==> src/rtl/fetch_unit.sv <==
// Instruction fetch / branch-resolve sequencer. All outputs are registered and
// are computed from the transition being taken on each clock edge.
module fetch_unit #(
   parameter logic [15:0] RESET_PC = 16'h0000
) (
   input  logic        clk,
   input  logic        reset_n,
   input  logic        start,
   input  logic        br_req,
   input  logic [3:0]  br_cond,
   input  logic        br_rel,
   input  logic [15:0] br_target,
   input  logic [15:0] pc,
   input  logic [15:0] psr,
   input  logic [15:0] mem_rdata,
   input  logic        mem_ack,
   output logic        mem_rd_req,
   output logic [15:0] mem_addr,
   output logic [15:0] pc_next,
   output logic        pc_en,
   output logic [15:0] instr_next,
   output logic        instr_en,
   output logic        br_taken,
   output logic        busy
);

   // PEND is the INIT-pending state held while reset is asserted; the INIT
   // cycle (pc_en with RESET_PC) is the first registered cycle after release.
   typedef enum logic [2:0] {PEND, INIT, IDLE, FETCH, WB, BRANCH} state_t;

   state_t      state, state_nx;
   logic        mem_rd_req_nx, pc_en_nx, instr_en_nx, br_taken_nx;
   logic [15:0] mem_addr_nx, pc_next_nx, instr_next_nx;
   logic        cond_ok;
   logic        flag_c, flag_l, flag_f, flag_z, flag_n;
   logic        unused_psr;

   assign flag_c     = psr[0];
   assign flag_l     = psr[2];
   assign flag_f     = psr[5];
   assign flag_z     = psr[6];
   assign flag_n     = psr[7];
   assign unused_psr = ^{psr[15:8], psr[4:3], psr[1]};

   always_comb begin
      cond_ok = 1'b0;
      case (br_cond)
         4'b0000: cond_ok = flag_z;
         4'b0001: cond_ok = !flag_z;
         4'b0010: cond_ok = flag_c;
         4'b0011: cond_ok = !flag_c;
         4'b0100: cond_ok = flag_l;
         4'b0101: cond_ok = !flag_l;
         4'b0110: cond_ok = flag_n;
         4'b0111: cond_ok = !flag_n;
         4'b1000: cond_ok = flag_f;
         4'b1001: cond_ok = !flag_f;
         4'b1010: cond_ok = !flag_l && !flag_z;
         4'b1011: cond_ok = flag_l || flag_z;
         4'b1100: cond_ok = !flag_n && !flag_z;
         4'b1101: cond_ok = flag_n || flag_z;
         4'b1110: cond_ok = 1'b1;
         default: cond_ok = 1'b0;
      endcase
   end

   always_comb begin
      state_nx      = state;
      mem_rd_req_nx = mem_rd_req;
      mem_addr_nx   = mem_addr;
      pc_next_nx    = pc_next;
      instr_next_nx = instr_next;
      pc_en_nx      = 1'b0;
      instr_en_nx   = 1'b0;
      br_taken_nx   = 1'b0;
      case (state)
         PEND: begin
            state_nx   = INIT;
            pc_en_nx   = 1'b1;
            pc_next_nx = RESET_PC;
         end
         INIT: state_nx = IDLE;
         IDLE: begin
            // Branch wins; a coincident start is dropped.
            if (br_req) begin
               state_nx    = BRANCH;
               pc_en_nx    = 1'b1;
               br_taken_nx = cond_ok;
               if (!cond_ok)
                  pc_next_nx = pc + 16'd1;
               else if (br_rel)
                  pc_next_nx = pc + br_target;
               else
                  pc_next_nx = br_target;
            end else if (start) begin
               state_nx      = FETCH;
               mem_rd_req_nx = 1'b1;
               mem_addr_nx   = pc;
            end
         end
         FETCH: begin
            if (mem_ack) begin
               state_nx      = WB;
               mem_rd_req_nx = 1'b0;
               instr_next_nx = mem_rdata;
               instr_en_nx   = 1'b1;
               pc_en_nx      = 1'b1;
               pc_next_nx    = pc + 16'd1;
            end
         end
         WB:      state_nx = IDLE;
         BRANCH:  state_nx = IDLE;
         default: state_nx = PEND;
      endcase
   end

   always_ff @(posedge clk or negedge reset_n) begin
      if (!reset_n) begin
         state      <= PEND;
         mem_rd_req <= 1'b0;
         mem_addr   <= 16'h0000;
         pc_next    <= 16'h0000;
         pc_en      <= 1'b0;
         instr_next <= 16'h0000;
         instr_en   <= 1'b0;
         br_taken   <= 1'b0;
         busy       <= 1'b1;
      end else begin
         state      <= state_nx;
         mem_rd_req <= mem_rd_req_nx;
         mem_addr   <= mem_addr_nx;
         pc_next    <= pc_next_nx;
         pc_en      <= pc_en_nx;
         instr_next <= instr_next_nx;
         instr_en   <= instr_en_nx;
         br_taken   <= br_taken_nx;
         busy       <= (state_nx != IDLE);
      end
   end

endmodule

==> config.mk <==
export PLATFORM = sky130hd
export DESIGN_NAME = fetch_unit
export DESIGN_NICKNAME = d
export VERILOG_FILES = /design/src/rtl/fetch_unit.sv
export SDC_FILE = /design/constraint.sdc
export NUM_CORES = 1
export LEC_CHECK = 0
export ABC_AREA = 0
export ABC_CLOCK_PERIOD_IN_PS = 5230
export CAP_MARGIN = 15
export CORE_UTILIZATION = 40
export DETAILED_ROUTE_END_ITERATION = 8
export PLACE_DENSITY = 0.8
export SETUP_SLACK_MARGIN = 0.05
export SLEW_MARGIN = 15
export SYNTH_ARGS = -nofsm -noshare
export SYNTH_HDL_FRONTEND = slang
export SYNTH_SLANG_ARGS = --single-unit
==> constraint.sdc <==
create_clock -name clk -period 5.23 [get_ports clk]
set_clock_uncertainty 0.2 [all_clocks]
set_input_delay 1.569 -clock clk [delete_from_list [all_inputs] [get_ports clk]]
set_output_delay 1.569 -clock clk [all_outputs]
set_load 0.02 [all_outputs]
==> summary.txt, run 1 <==
Run
  • Count of max-cap constraint violations: 0

STA
  • RSZ-0062 raised after global routing: no
  • Final critical path time including I/O delays and setup: around 4.1 ns
  • Slew of the pin with the lowest slew margin: 0.863 ns
  • Max-slew headroom: 0.422
  • Final count of hold timing violations: 0
  • Final setup violating endpoints: 0
  • Share of the clock period used by the worst path after layout: 0.793
  • Fmax: between 200 and 250 MHz
  • Final TNS setup: 0 ns
  • Max-slew violation total from the final report: 0

Min path
  • Hold endpoint: instr_next[6]
  • Path type of the worst min-delay path: flop to flop
  • Beginning of the worst hold path: instr_next[6]
  • Hold-critical path depth: 2

Yosys
  • Basic-gate share of the synthesized area counting and, or, nand and nor cells: 0.210
  • Number of different library cells in the post-synthesis netlist: 57
  • Flip-flop cell with the highest count after synthesis: sky130_fd_sc_hd__dfrtp_1
  • Xor and xnor area share after synthesis: 0.0567
  • Number of nets in the synthesized netlist: approximately 510
  • Cell Area, Synth: roughly 3700 sq um
  • Largest family of logic cells by synthesized area: simple AND/OR/NAND/NOR gates
  • #FFs+latches synth: 56
  • Async set-or-reset flop fraction in the synthesized netlist: 1.00
  • Post-synthesis compound-gate area fraction: 0.192
  • Share of cell area taken by muxes after synthesis: 0.0668
  • Area share of fa/ha/maj cells after synthesis: 0.0594
  • Ys Warns: 0
  • Synthesized area divided by synthesized cell count: 8.89 sq um
  • Number of flops mapped to enable cells by yosys: 0
  • Sequential share of the synthesized area: 0.378
  • Synthesized instance count: 417

Critical path
  • Worst setup slack for register-to-register paths: ~2.3 ns
  • Critical path capture point type: flop
  • Endpoint of the most critical register-to-register path: pc_next[7]
  • Worst Reg-to-Reg Cells: 10
  • Crit path DAT: roughly 4.1 ns
  • Type of the worst setup path: primary input to flop
  • Setup crit start kind: primary input
  • CP Max Fanout: 6
  • Startpoint of the worst-slack reg-to-reg timing path: state[1]
  • Required time of the critical path: roughly 5.2 ns

Global routing
  • Global-route usage over all layers: 0.218
  • Aggregate global routing overflow: 0
  • Pin count of the biggest net entering global routing: 33
  • Via count of the first global-routing pass: approximately 3500
  • Global-route wire length before repair: 16800 um
  • Antenna violations before repair: 0

Floorplanning
  • Starting utilization of the core area: 0.419
  • Die X: 98.3 um
  • Std-Cell Core Area: 8850 sq um
  • I/O pins: 127
  • Y dimension of the die: around 100 um
  • Row cnt: 34
  • Die footprint: 9660 sq um

Power
  • Sequential Power Share: 0.318
  • Overall power of the completed layout: 2.29 mW
  • Leak Pwr: 2.21 nW
  • Power Internal: between 1 and 1.5 mW
  • Clk pwr share: 0.145
  • Switching part of the total power: 0.394
  • Power per unit of standard cell area: approximately 450 nW/um^2
  • Net switching power: 0.902 mW
  • Combinational power share: 0.536
  • Peak supply drop: approximately 200 uV

Drt
  • Routed Antenna Nets: 0
  • Initial DRC count: between 200 and 250
  • Via density per instance: about 5.7
  • DRC Markers: 9
  • Post-DR wirelength/cell: between 15 and 20 um
  • Pre-antenna DRT Iters: 7
  • Detailed-route via count: about 3600
  • Aggregate routed wire length: a little over 10000 um

Clocking
  • Clock transition at the register clock pins on the worst setup and hold paths after CTS: roughly 0.090 ns
  • Quantity of hold-fixing buffers added after cts: 0
  • Cell at the root of the clock tree: sky130_fd_sc_hd__clkbuf_8
  • Later-pin clock latency in the skew report: about 0.32 ns
  • Post_cts resized: 0
  • Post-CTS Setup Repair Bufs: 0
  • Clock tree from TritonCTS: built
  • Clock H-tree levels: 2
  • Max clock buf depth: 2
  • Clock buffer count from CTS: 5
  • Num Clock Sinks: 56

Run status
  • Outcome: finished, violations left
  • Violations in the final reports: DRC

Placement
  • Final GP Congestion: roughly 0.9
  • Half-perimeter wire length after placement: approximately 8000 um
  • Placed cell count: around 630
  • Input/output buffers: about 120

Final layout
  • Area growth from synthesis to final layout: 37.5%
  • Final design utilization: 0.576
  • Area occupied by registers: approximately 1400 sq um
  • Number of nets in the final layout: 622
  • Count of non-filler cells in the finished layout: 640
  • Layout filler cell count: between 700 and 800
  • Number of inserted diodes: 0
  • Multi-input logic area: 2170 sq um
  • Share of cells above drive strength 1: 0.0752
[worst max-delay path by stage]
stage / end / start / slack [ns]
after global placement: pc_next[10] / pc[0] / 0.91
after floorplan: pc_next[8] / br_target[0] / 1.73
after global routing: pc_next[15] / pc[2] / 0.92
after detailed placement: pc_next[10] / pc[0] / 0.82
final: pc_next[15] / pc[2] / 1.08
after CTS: pc_next[15] / pc[2] / 1.10
[through the flow]
| step | setup WS [ns] | hold WS [ns] | cell area (sq um) |
|---|---|---|---|
| final | 1.08 | 0.283 | 5100 |
| after global routing | 0.917 | 0.311 | 5100 |
| after CTS | 1.10 | 0.286 | 5100 |
| after detailed placement | 0.824 | 0.262 | 4970 |
| after global placement | 0.912 | 0.260 | 4970 |
| after floorplan | 1.73 | 0.266 | 3710 |
[layout by cell type (no fill, tap or decap), types with 2 or more instances in the layout]
cell type                         synthesis  routed
sky130_fd_sc_hd__a211oi_1                 5       5
sky130_fd_sc_hd__a21boi_0                 2       2
sky130_fd_sc_hd__a21o_1                   5       5
sky130_fd_sc_hd__a21oi_1                 17      17
sky130_fd_sc_hd__a21oi_2                  2       2
sky130_fd_sc_hd__a22o_1                   2       2
sky130_fd_sc_hd__a22oi_1                  7       7
sky130_fd_sc_hd__a32o_1                   5       5
sky130_fd_sc_hd__a41oi_1                  2       2
sky130_fd_sc_hd__buf_4                    0       6
sky130_fd_sc_hd__bufinv_16                0       2
sky130_fd_sc_hd__clkbuf_8                 0       5
sky130_fd_sc_hd__clkdlybuf4s50_1          0     114
sky130_fd_sc_hd__dfrtp_1                 55      55
sky130_fd_sc_hd__ha_1                    16      16
sky130_fd_sc_hd__inv_1                   17      17
sky130_fd_sc_hd__mux2_2                  14      14
sky130_fd_sc_hd__mux2i_1                  9       9
sky130_fd_sc_hd__nand2_1                 82      82
sky130_fd_sc_hd__nand2b_1                 4       4
sky130_fd_sc_hd__nand3_1                 16      16
sky130_fd_sc_hd__nand3b_1                 3       3
sky130_fd_sc_hd__nand4_1                  7       7
sky130_fd_sc_hd__nor2_1                  23      23
sky130_fd_sc_hd__nor2b_1                  6       6
sky130_fd_sc_hd__nor3_1                   6       6
sky130_fd_sc_hd__nor3b_1                  3       3
sky130_fd_sc_hd__nor4_1                   3       3
sky130_fd_sc_hd__o211ai_1                 5       5
sky130_fd_sc_hd__o21a_1                   4       4
sky130_fd_sc_hd__o21ai_0                 20      20
sky130_fd_sc_hd__o21ai_1                  4       4
sky130_fd_sc_hd__o31ai_1                  6       6
sky130_fd_sc_hd__o31ai_4                  2       2
sky130_fd_sc_hd__or2_2                    2       2
sky130_fd_sc_hd__or3_1                    5       5
sky130_fd_sc_hd__xnor2_1                 11      11
sky130_fd_sc_hd__xor2_1                  13      13
[worst max-delay path, cell delays in order]
cell	delay (ns)
sky130_fd_sc_hd__clkdlybuf4s50_1	0.52
sky130_fd_sc_hd__ha_1	0.39
sky130_fd_sc_hd__o21ai_0	0.17
sky130_fd_sc_hd__o21ai_0	0.50
sky130_fd_sc_hd__nand2_1	0.16
sky130_fd_sc_hd__a41oi_1	0.34
sky130_fd_sc_hd__xor2_1	0.24
sky130_fd_sc_hd__a21o_1	0.14
sky130_fd_sc_hd__o211ai_1	0.08
[layer usage]
layer | share of wire | vias to the layer above | global-route usage
li1 | - | 1723 | -
met1 | 0.45 | 1753 | 0.291
met5 | 0 | - | 0
met3 | 0.059 | 17 | 0.0301
met4 | 0.020 | 0 | 0.0884
met2 | 0.48 | 132 | 0.356
[area by class of cell]
type / count / area share
Multi-Input combinational cell: 329 / 0.426
Clock inverter: 2 / 0.0118
Clock buffer: 6 / 0.0142
Timing Repair Buffer: 121 / 0.234
Sequential cell: 56 / 0.275
Inverter: 18 / 0.0132
Tap cell: 108 / 0.0265
[cell families after synthesis]
group	Yosys count
mux	23
compound gates	99
fa+ha+maj	17
simple gates	166
buf+inv	32
xor+xnor	24
flops	56
[power groups by stage]
stage / clock (mW) / combinational (mW) / sequential [mW]
after floorplan: 0 / 0.468 / 0.943
after detailed placement: 0 / 1.23 / 0.741
after global placement: 0 / 1.20 / 0.732
final: 0.333 / 1.23 / 0.730
after CTS: 0.340 / 1.23 / 0.732
after global routing: 0.360 / 1.32 / 0.757
[synthesized netlist by cell type, drive strengths merged, types with 2 or more instances]
| cell type | instances | area, sq um |
|---|---|---|
| o21a | 4 | 30.0 |
| a21boi | 2 | 15.0 |
| a21oi | 19 | 103 |
| or2 | 2 | 12.5 |
| dfrtp | 55 | 1380 |
| o211ai | 5 | 37.5 |
| nor3b | 3 | 22.5 |
| buf | 3 | 26.3 |
| a21o | 5 | 37.5 |
| nand3b | 3 | 22.5 |
| nor2 | 24 | 97.6 |
| a32o | 5 | 50.1 |
| or3 | 5 | 31.3 |
| nand3 | 17 | 90.1 |
| clkbuf | 11 | 41.3 |
| nand4 | 7 | 43.8 |
| xor2 | 13 | 114 |
| mux2i | 9 | 90.1 |
| a211oi | 5 | 37.5 |
| a22oi | 7 | 52.6 |
| nand2b | 4 | 25.0 |
| mux2 | 14 | 158 |
| o21ai | 24 | 120 |
| nor3 | 7 | 46.3 |
| nor2b | 6 | 37.5 |
| nor4 | 3 | 18.8 |
| xnor2 | 11 | 96.3 |
| inv | 17 | 63.8 |
| ha | 16 | 200 |
| nand2 | 82 | 308 |
| a22o | 2 | 17.5 |
| o31ai | 8 | 87.6 |
| a41oi | 2 | 17.5 |
[registers in the layout (all words and copies together) (netlist names)]
name and flops:
mem_addr 16, instr_next 16, state 3, br_taken 1, busy 1, pc_next 16
pc_en 1, instr_en 1, mem_rd_req 1
No activity file was read; power rests on OpenSTA's default activity.
==> inputs of run 2 (changes only) <==
--- a/config.mk
+++ b/config.mk
@@ -6,11 +6,11 @@
 export NUM_CORES = 1
 export LEC_CHECK = 0
 export ABC_AREA = 0
-export ABC_CLOCK_PERIOD_IN_PS = 5230
+export ABC_CLOCK_PERIOD_IN_PS = 3800
 export CAP_MARGIN = 15
 export CORE_UTILIZATION = 40
 export DETAILED_ROUTE_END_ITERATION = 8
-export PLACE_DENSITY = 0.8
+export PLACE_DENSITY = 0.83
 export SETUP_SLACK_MARGIN = 0.05
 export SLEW_MARGIN = 15
 export SYNTH_ARGS = -nofsm -noshare
==> constraint.sdc (replaced) <==
create_clock -name clk -period 3.8 [get_ports clk]
set_clock_uncertainty 0.2 [all_clocks]
set_input_delay 1.14 -clock clk [delete_from_list [all_inputs] [get_ports clk]]
set_output_delay 1.14 -clock clk [all_outputs]
set_load 0.02 [all_outputs]
==> run 2 against run 1 <==
The run still ends with DRC left. Non-clock buffer count up 21. Register-to-register slack worse by 0.99 ns. Final cell count up 3.3%. Setup slack worse by 0.88 ns. Clock-buffer cell count unchanged. Combinational power up 40%. Highest routed layer unchanged.
==> summary.txt, run 2 (synthesis results as in run 1) <==
Run status
  • Outcome: finished, violations left (unchanged)
  • Violations in the final reports: DRC (unchanged)

Floorplanning
  • Std-Cell Core Area: 8850 sq um (unchanged)
  • Row cnt: 34 (unchanged)
  • I/O pins: 127 (unchanged)
  • Die X: 98.3 um (unchanged)
  • Die footprint: 9660 sq um (unchanged)
  • Starting utilization of the core area: 0.419 (unchanged)
  • Y dimension of the die: 98.3 um (unchanged)

Min path
  • Path type of the worst min-delay path: flop to flop (unchanged)

Final layout
  • Share of cells above drive strength 1: 0.110 (was 0.0752)
  • Layout filler cell count: 780 (was 785)
  • Number of nets in the final layout: 643 (was 622)
  • Registers with the highest flip-flop counts: instr_next x16, mem_addr x16, pc_next x16 (unchanged)
  • Number of inserted diodes: 0 (unchanged)
  • Area growth from synthesis to final layout: 41.8% (was 37.5%)
  • Most common library cell in the layout ignoring fill and taps: sky130_fd_sc_hd__clkdlybuf4s50_1 (unchanged)
  • Commonest cells after routing, fill and taps aside: sky130_fd_sc_hd__clkdlybuf4s50_1 (114), sky130_fd_sc_hd__nand2_1 (82), sky130_fd_sc_hd__dfrtp_1 (55) (unchanged)

Critical path
  • Library cell contributing the largest single delay on the critical path: sky130_fd_sc_hd__clkdlybuf4s50_1 (unchanged)
  • Setup crit start kind: primary input (unchanged)
  • Buf/Inv on CP: 1 (unchanged)
  • CP Max Fanout: 4 (was 6)
  • Critical path capture point type: flop (unchanged)
  • Type of the worst setup path: primary input to flop (unchanged)
  • Series of cell instances along the critical path: clkdlybuf4s50_1 > ha_1 > a211oi_1 > o21ai_0 > a211oi_1 > o31ai_1 > xor2_1 > mux2i_1 > o21ai_0 (was clkdlybuf4s50_1 > ha_1 > o21ai_0 > o21ai_0 > nand2_1 > a41oi_1 > xor2_1 > a21o_1 > o211ai_1)
  • Crit path DAT: 3.60 ns (was 4.13 ns)
  • Crit-path leading delay family: compound AO/OA/AOI/OAI gates (unchanged)
  • Crit path largest cell delay: 0.52 ns (about the same)
  • Required time of the critical path: 3.80 ns (was 5.21 ns)

Clocking
  • Clock buffer count from CTS: 5 (unchanged)
  • Clock transition at the register clock pins on the worst setup and hold paths after CTS: 0.11 ns (was 0.09 ns)
  • Later-pin clock latency in the skew report: 0.31 ns (was 0.32 ns)
  • Clock H-tree levels: 2 (unchanged)
  • Clock tree from TritonCTS: built (unchanged)
  • Quantity of hold-fixing buffers added after cts: 0 (unchanged)
  • Post_cts resized: 0 (unchanged)
  • Cell at the root of the clock tree: sky130_fd_sc_hd__clkbuf_8 (unchanged)
  • Num Clock Sinks: 56 (unchanged)
  • Max clock buf depth: 2 (unchanged)
  • Post-CTS Setup Repair Bufs: 0 (unchanged)

Drt
  • Initial DRC count: 270 (was 241)
  • Aggregate routed wire length: 10900 um (was 10300 um)
  • Detailed-route via count: 3762 (was 3625)
  • Pre-antenna DRT Iters: 9 (was 7)
  • Routed Antenna Nets: 0 (unchanged)
  • Post-DR wirelength/cell: 16.5 um (was 16.0 um)
  • DRC Markers: 8 (was 9)
  • Via density per instance: 5.69 (was 5.66)

STA
  • Share of the clock period used by the worst path after layout: 0.946
  • Final setup violating endpoints: 0 (unchanged)
  • Fmax: between 200 and 300 MHz
  • Final count of hold timing violations: 0 (unchanged)
  • Slew of the pin with the lowest slew margin: 0.840 ns (was 0.863 ns)
  • Final critical path time including I/O delays and setup: between 3 and 4 ns
  • Max-slew headroom: 0.438 (was 0.422)
  • Final Worst Setup Slack: 0.204 ns (was 1.08 ns)
  • RSZ-0062 raised after global routing: no (unchanged)
  • Max-slew violation total from the final report: 0 (unchanged)
  • Worst-case hold slack: 0.287 ns (was 0.283 ns)

Placement
  • Input/output buffers: 115 (unchanged)
  • Final GP Congestion: 0.951 (was 0.885)
  • Half-perimeter wire length after placement: 8510 um (was 7980 um)
  • Worst slack, placed: -0.0518 ns (was 0.824 ns)

Global routing
  • Pin count of the biggest net entering global routing: 35 (was 33)
  • Via count of the first global-routing pass: 3809 (was 3539)
  • Global-route usage over all layers: 0.231 (was 0.218)
  • Aggregate global routing overflow: 0 (unchanged)
  • Antenna violations before repair: 0 (unchanged)
  • Global-route wire length before repair: 17800 um (was 16800 um)

Power
  • Combinational power share: 0.538 (was 0.536)
  • Overall power of the completed layout: 3.20 mW (was 2.29 mW)
  • Switching part of the total power: 0.396 (was 0.394)
  • Clk pwr share: 0.145 (about the same)
  • Leak Pwr: 2.31 nW (was 2.21 nW)
  • Net switching power: 1.27 mW (was 0.902 mW)
  • Peak supply drop: 332 uV (was 200 uV)
  • Power Internal: 1.93 mW (was 1.39 mW)
  • Power per unit of standard cell area: 608 nW/um^2 (was 449 nW/um^2)
  • Sequential Power Share: 0.316 (was 0.318)

Run
  • Count of max-cap constraint violations: 0 (unchanged)
## run 2: tightest hold or removal path, stage by stage (launching register included)
cell and delay [ns]:
sky130_fd_sc_hd__dfrtp_1 0.35, sky130_fd_sc_hd__nand2_1 0.05, sky130_fd_sc_hd__nand2_1 0.06
## run 2: per-stage QoR
stage	util	std cells	instance area, sq um	TNS [ns]
floorplan	-	417	3710	0
global placement	0.579	653	5120	0
detailed placement	0.579	653	5120	-0.112
CTS	0.594	661	5260	0
global route	0.594	661	5260	0
finish	0.594	661	5260	0
## run 2: per-layer routing
metal | track usage | up-vias | share of wire
met4 | 0.0861 | 0 | 0.024
li1 | - | 1767 | -
met1 | 0.291 | 1778 | 0.41
met2 | 0.406 | 181 | 0.49
met3 | 0.0272 | 36 | 0.068
met5 | 0 | - | 0
## run 2: layout make-up
cell class	instances	area (sq um)	share of cell area
clock buffer	6	72.6	0.0138
clock inverter	2	60.1	0.0114
inverter	18	67.6	0.0129
multi-input combinational	329	2170	0.413
sequential	56	1400	0.267
tap	108	135	0.0257
timing repair buffer	142	1350	0.257
## run 2: power groups by stage
stage / registers [mW] / logic [mW] / clock network (mW)
after floorplan: 1.30 / 0.644 / 0
after global placement: 1.01 / 1.67 / 0
after detailed placement: 1.02 / 1.72 / 0
after CTS: 1.01 / 1.73 / 0.469
after global routing: 1.05 / 1.85 / 0.489
final: 1.01 / 1.72 / 0.465
## run 2: final timing paths
check	start	end	slack (ns)	cells after the start
max reg2reg	state[1]	pc_next[8]	1.29	8
min reg2reg	instr_next[14]	instr_next[14]	0.29	2
max in group asynchronous	reset_n	pc_next[10]	2.00	2
min in group asynchronous	reset_n	mem_addr[6]	0.71	1
min	instr_next[14]	instr_next[14]	0.29	2
max	pc[1]	pc_next[9]	0.20	9
==> inputs of run 3 (changes only) <==
--- a/config.mk
+++ b/config.mk
@@ -9,9 +9,11 @@
 export ABC_CLOCK_PERIOD_IN_PS = 3800
 export CAP_MARGIN = 15
 export CORE_UTILIZATION = 40
+export CTS_CLUSTER_SIZE = 8
 export DETAILED_ROUTE_END_ITERATION = 8
-export PLACE_DENSITY = 0.83
+export PLACE_DENSITY = 0.76
 export SETUP_SLACK_MARGIN = 0.05
+export SKIP_CTS_REPAIR_TIMING = 1
 export SLEW_MARGIN = 15
 export SYNTH_ARGS = -nofsm -noshare
 export SYNTH_HDL_FRONTEND = slang
==> run 3 against run 2 <==
The run still ends with DRC left. Critical path depth increased by 2. Clock power decreased by 25%. Register-to-register slack got worse by 0.13 ns. Final cell count increased by 0.61%. Combinational power about the same. Critical endpoint is now pc_next[8].
==> summary.txt, run 3 (synthesis results as in run 1) <==
STA
  • Final TNS setup: 0 ns (unchanged)
  • Final setup violating endpoints: 0 (unchanged)
  • Final Worst Setup Slack: 0.224 ns (was 0.204 ns)
  • Slew of the pin with the lowest slew margin: 0.892 ns (was 0.840 ns)
  • Max-slew violation total from the final report: 0 (unchanged)
  • RSZ-0062 raised after global routing: no (unchanged)
  • Max-slew headroom: 0.403 (was 0.438)
  • Final critical path time including I/O delays and setup: 3.58 ns (was 3.60 ns)
  • Worst-case hold slack: 0.288 ns (was 0.287 ns)
  • Share of the clock period used by the worst path after layout: 0.941 (was 0.946)
  • Final count of hold timing violations: 0 (unchanged)
  • Fmax: 280 MHz (was 278 MHz)

Critical path
  • Crit path DAT: 3.64 ns (was 3.60 ns)
  • Worst setup slack for register-to-register paths: 1.16 ns (was 1.29 ns)
  • CP Max Fanout: 3 (was 4)
  • Worst Reg-to-Reg Cells: 8 (unchanged)
  • Series of cell instances along the critical path: clkdlybuf4s50_1 > ha_1 > inv_1 > fa_1 > nor2b_1 > o21a_1 > o311a_1 > o21ai_0 > nor3b_1 > o31ai_1 > a21o_1 (was clkdlybuf4s50_1 > ha_1 > a211oi_1 > o21ai_0 > a211oi_1 > o31ai_1 > xor2_1 > mux2i_1 > o21ai_0)
  • Setup crit start kind: primary input (unchanged)
  • Type of the worst setup path: primary input to flop (unchanged)
  • Origin of the worst setup path: br_target[0] (was pc[1])
  • Endpoint of the most critical register-to-register path: pc_next[8] (unchanged)
  • Critical path capture point type: flop (unchanged)
  • Startpoint of the worst-slack reg-to-reg timing path: state[1] (unchanged)
  • Capture point of the critical path: pc_next[8] (was pc_next[9])
  • Crit path largest cell delay: 0.50 ns (was 0.52 ns)
  • Library cell contributing the largest single delay on the critical path: sky130_fd_sc_hd__clkdlybuf4s50_1 (unchanged)
  • Required time of the critical path: 3.86 ns (was 3.80 ns)

Drt
  • Initial DRC count: 237 (was 270)
  • DRC Markers: 11 (was 8)
  • Pre-antenna DRT Iters: 7 (was 9)
  • Detailed-route via count: 3691 (was 3762)
  • Routed Antenna Nets: 0 (unchanged)
  • Via density per instance: 5.55 (was 5.69)
  • Post-DR wirelength/cell: 16.3 um (was 16.5 um)
  • Aggregate routed wire length: 10900 um (about the same)

Floorplanning
  • Row cnt: 34 (unchanged)
  • Die X: 98.3 um (unchanged)
  • Die footprint: 9660 sq um (unchanged)
  • Std-Cell Core Area: 8850 sq um (unchanged)
  • Y dimension of the die: 98.3 um (unchanged)
  • I/O pins: 127 (unchanged)
  • Starting utilization of the core area: 0.419 (unchanged)

Global routing
  • Global-route usage over all layers: 0.228 (was 0.231)
  • Antenna violations before repair: 0 (unchanged)
  • Via count of the first global-routing pass: 3724 (was 3809)
  • Global-route wire length before repair: 17800 um (about the same)
  • Pin count of the biggest net entering global routing: 25 (was 35)
  • Aggregate global routing overflow: 0 (unchanged)

Power
  • Power per unit of standard cell area: 588 nW/um^2 (was 608 nW/um^2)
  • Leak Pwr: 2.31 nW (about the same)
  • Net switching power: 1.28 mW (was 1.27 mW)
  • Switching part of the total power: 0.415 (was 0.396)
  • Peak supply drop: 242 uV (was 332 uV)
  • Clk pwr share: 0.113 (was 0.145)
  • Sequential Power Share: 0.327 (was 0.316)
  • Power Internal: 1.81 mW (was 1.93 mW)
  • Combinational power share: 0.560 (was 0.538)
  • Overall power of the completed layout: 3.09 mW (was 3.20 mW)

Run status
  • Outcome: finished, violations left (unchanged)
  • Violations in the final reports: DRC (unchanged)

Clocking
  • Clock buffer count from CTS: 5 (unchanged)
  • Clock transition at the register clock pins on the worst setup and hold paths after CTS: 0.11 ns (about the same)
  • Later-pin clock latency in the skew report: 0.31 ns (about the same)
  • Clock tree from TritonCTS: built (unchanged)
  • Max clock buf depth: 2 (unchanged)
  • Num Clock Sinks: 56 (unchanged)
  • Cell at the root of the clock tree: sky130_fd_sc_hd__clkbuf_8 (unchanged)
  • Clock H-tree levels: 2 (unchanged)

Final layout
  • Number of inserted diodes: 0 (unchanged)
  • Area growth from synthesis to final layout: 41.6% (was 41.8%)
  • Share of cells above drive strength 1: 0.118 (was 0.110)
  • Most common library cell in the layout ignoring fill and taps: sky130_fd_sc_hd__clkdlybuf4s50_1 (unchanged)
  • Number of nets in the final layout: 647 (was 643)
  • Commonest cells after routing, fill and taps aside: sky130_fd_sc_hd__clkdlybuf4s50_1 (114), sky130_fd_sc_hd__nand2_1 (82), sky130_fd_sc_hd__dfrtp_1 (55) (unchanged)
  • Layout filler cell count: 812 (was 780)
  • Count of non-filler cells in the finished layout: 665 (was 661)
  • Registers with the highest flip-flop counts: instr_next x16, mem_addr x16, pc_next x16 (unchanged)

Placement
  • Half-perimeter wire length after placement: 8480 um (was 8510 um)
  • Final GP Congestion: 0.907 (was 0.951)
  • Placed cell count: 657 (was 653)
  • Worst slack, placed: -0.0309 ns (was -0.0518 ns)
  • Input/output buffers: 115 (unchanged)

Run
  • Count of max-cap constraint violations: 0 (unchanged)

Min path
  • Path type of the worst min-delay path: flop to flop (unchanged)
  • Hold-critical path depth: 2 (unchanged)
run 3: cell types whose count changed in the layout (fill, tap and decap cells not counted):
cell / change
sky130_fd_sc_hd__inv_6: +2
sky130_fd_sc_hd__clkbuf_1: -1
sky130_fd_sc_hd__clkinv_4: +1
sky130_fd_sc_hd__bufinv_16: -2
sky130_fd_sc_hd__buf_4: +4
run 3: metrics by stage:
stage | util | area (sq um)
after floorplan | - | 3710
after global placement | 0.583 | 5150
after detailed placement | 0.583 | 5150
after CTS | 0.593 | 5250
after global routing | 0.593 | 5250
final | 0.593 | 5250
run 3: area by class of cell:
cell class | instances | area, sq um | share of cell area
timing repair buffer | 146 | 1380 | 0.263
clock buffer | 5 | 68.8 | 0.0131
sequential | 56 | 1400 | 0.267
tap | 108 | 135 | 0.0257
inverter | 18 | 67.6 | 0.0129
clock inverter | 3 | 26.3 | 0.00500
multi-input combinational | 329 | 2170 | 0.413
run 3: power by group through the flow:
stage | registers [mW] | logic [mW] | clock network (mW)
2_1_floorplan | 1.30 | 0.644 | 0
4_1_cts | 1.01 | 1.73 | 0.356
3_3_place_gp | 1.01 | 1.69 | 0
6_report | 1.01 | 1.73 | 0.350
5_1_grt | 1.04 | 1.85 | 0.383
3_5_place_dp | 1.02 | 1.73 | 0
run 3: layer usage:
metal | up-vias | wire length (um) | GRT usage
li1 | 1773 | - | -
met3 | 19 | 725 | 0.0329
met4 | 0 | 153 | 0.0620
met1 | 1758 | 4820 | 0.301
met5 | - | 0 | 0
met2 | 141 | 5170 | 0.390
run 3: worst min path at each step:
stage | end | slack (ns) | startpoint
3_5_place_dp | instr_next[8] | 0.27 | instr_next[8]
5_1_grt | instr_next[11] | 0.31 | instr_next[11]
3_3_place_gp | instr_next[13] | 0.26 | instr_next[13]
4_1_cts | instr_next[11] | 0.29 | instr_next[11]
2_1_floorplan | state[0] | 0.27 | state[2]
6_report | mem_addr[1] | 0.29 | mem_addr[1]
run 3: worst max-delay path, delay by kind of cell:
kind	cells	cell delay, ns
buffers and inverters	2	0.57
adders and majority gates	2	0.60
AOI/OAI and AO/OA	5	1.03
and+or+nand+nor	2	0.30
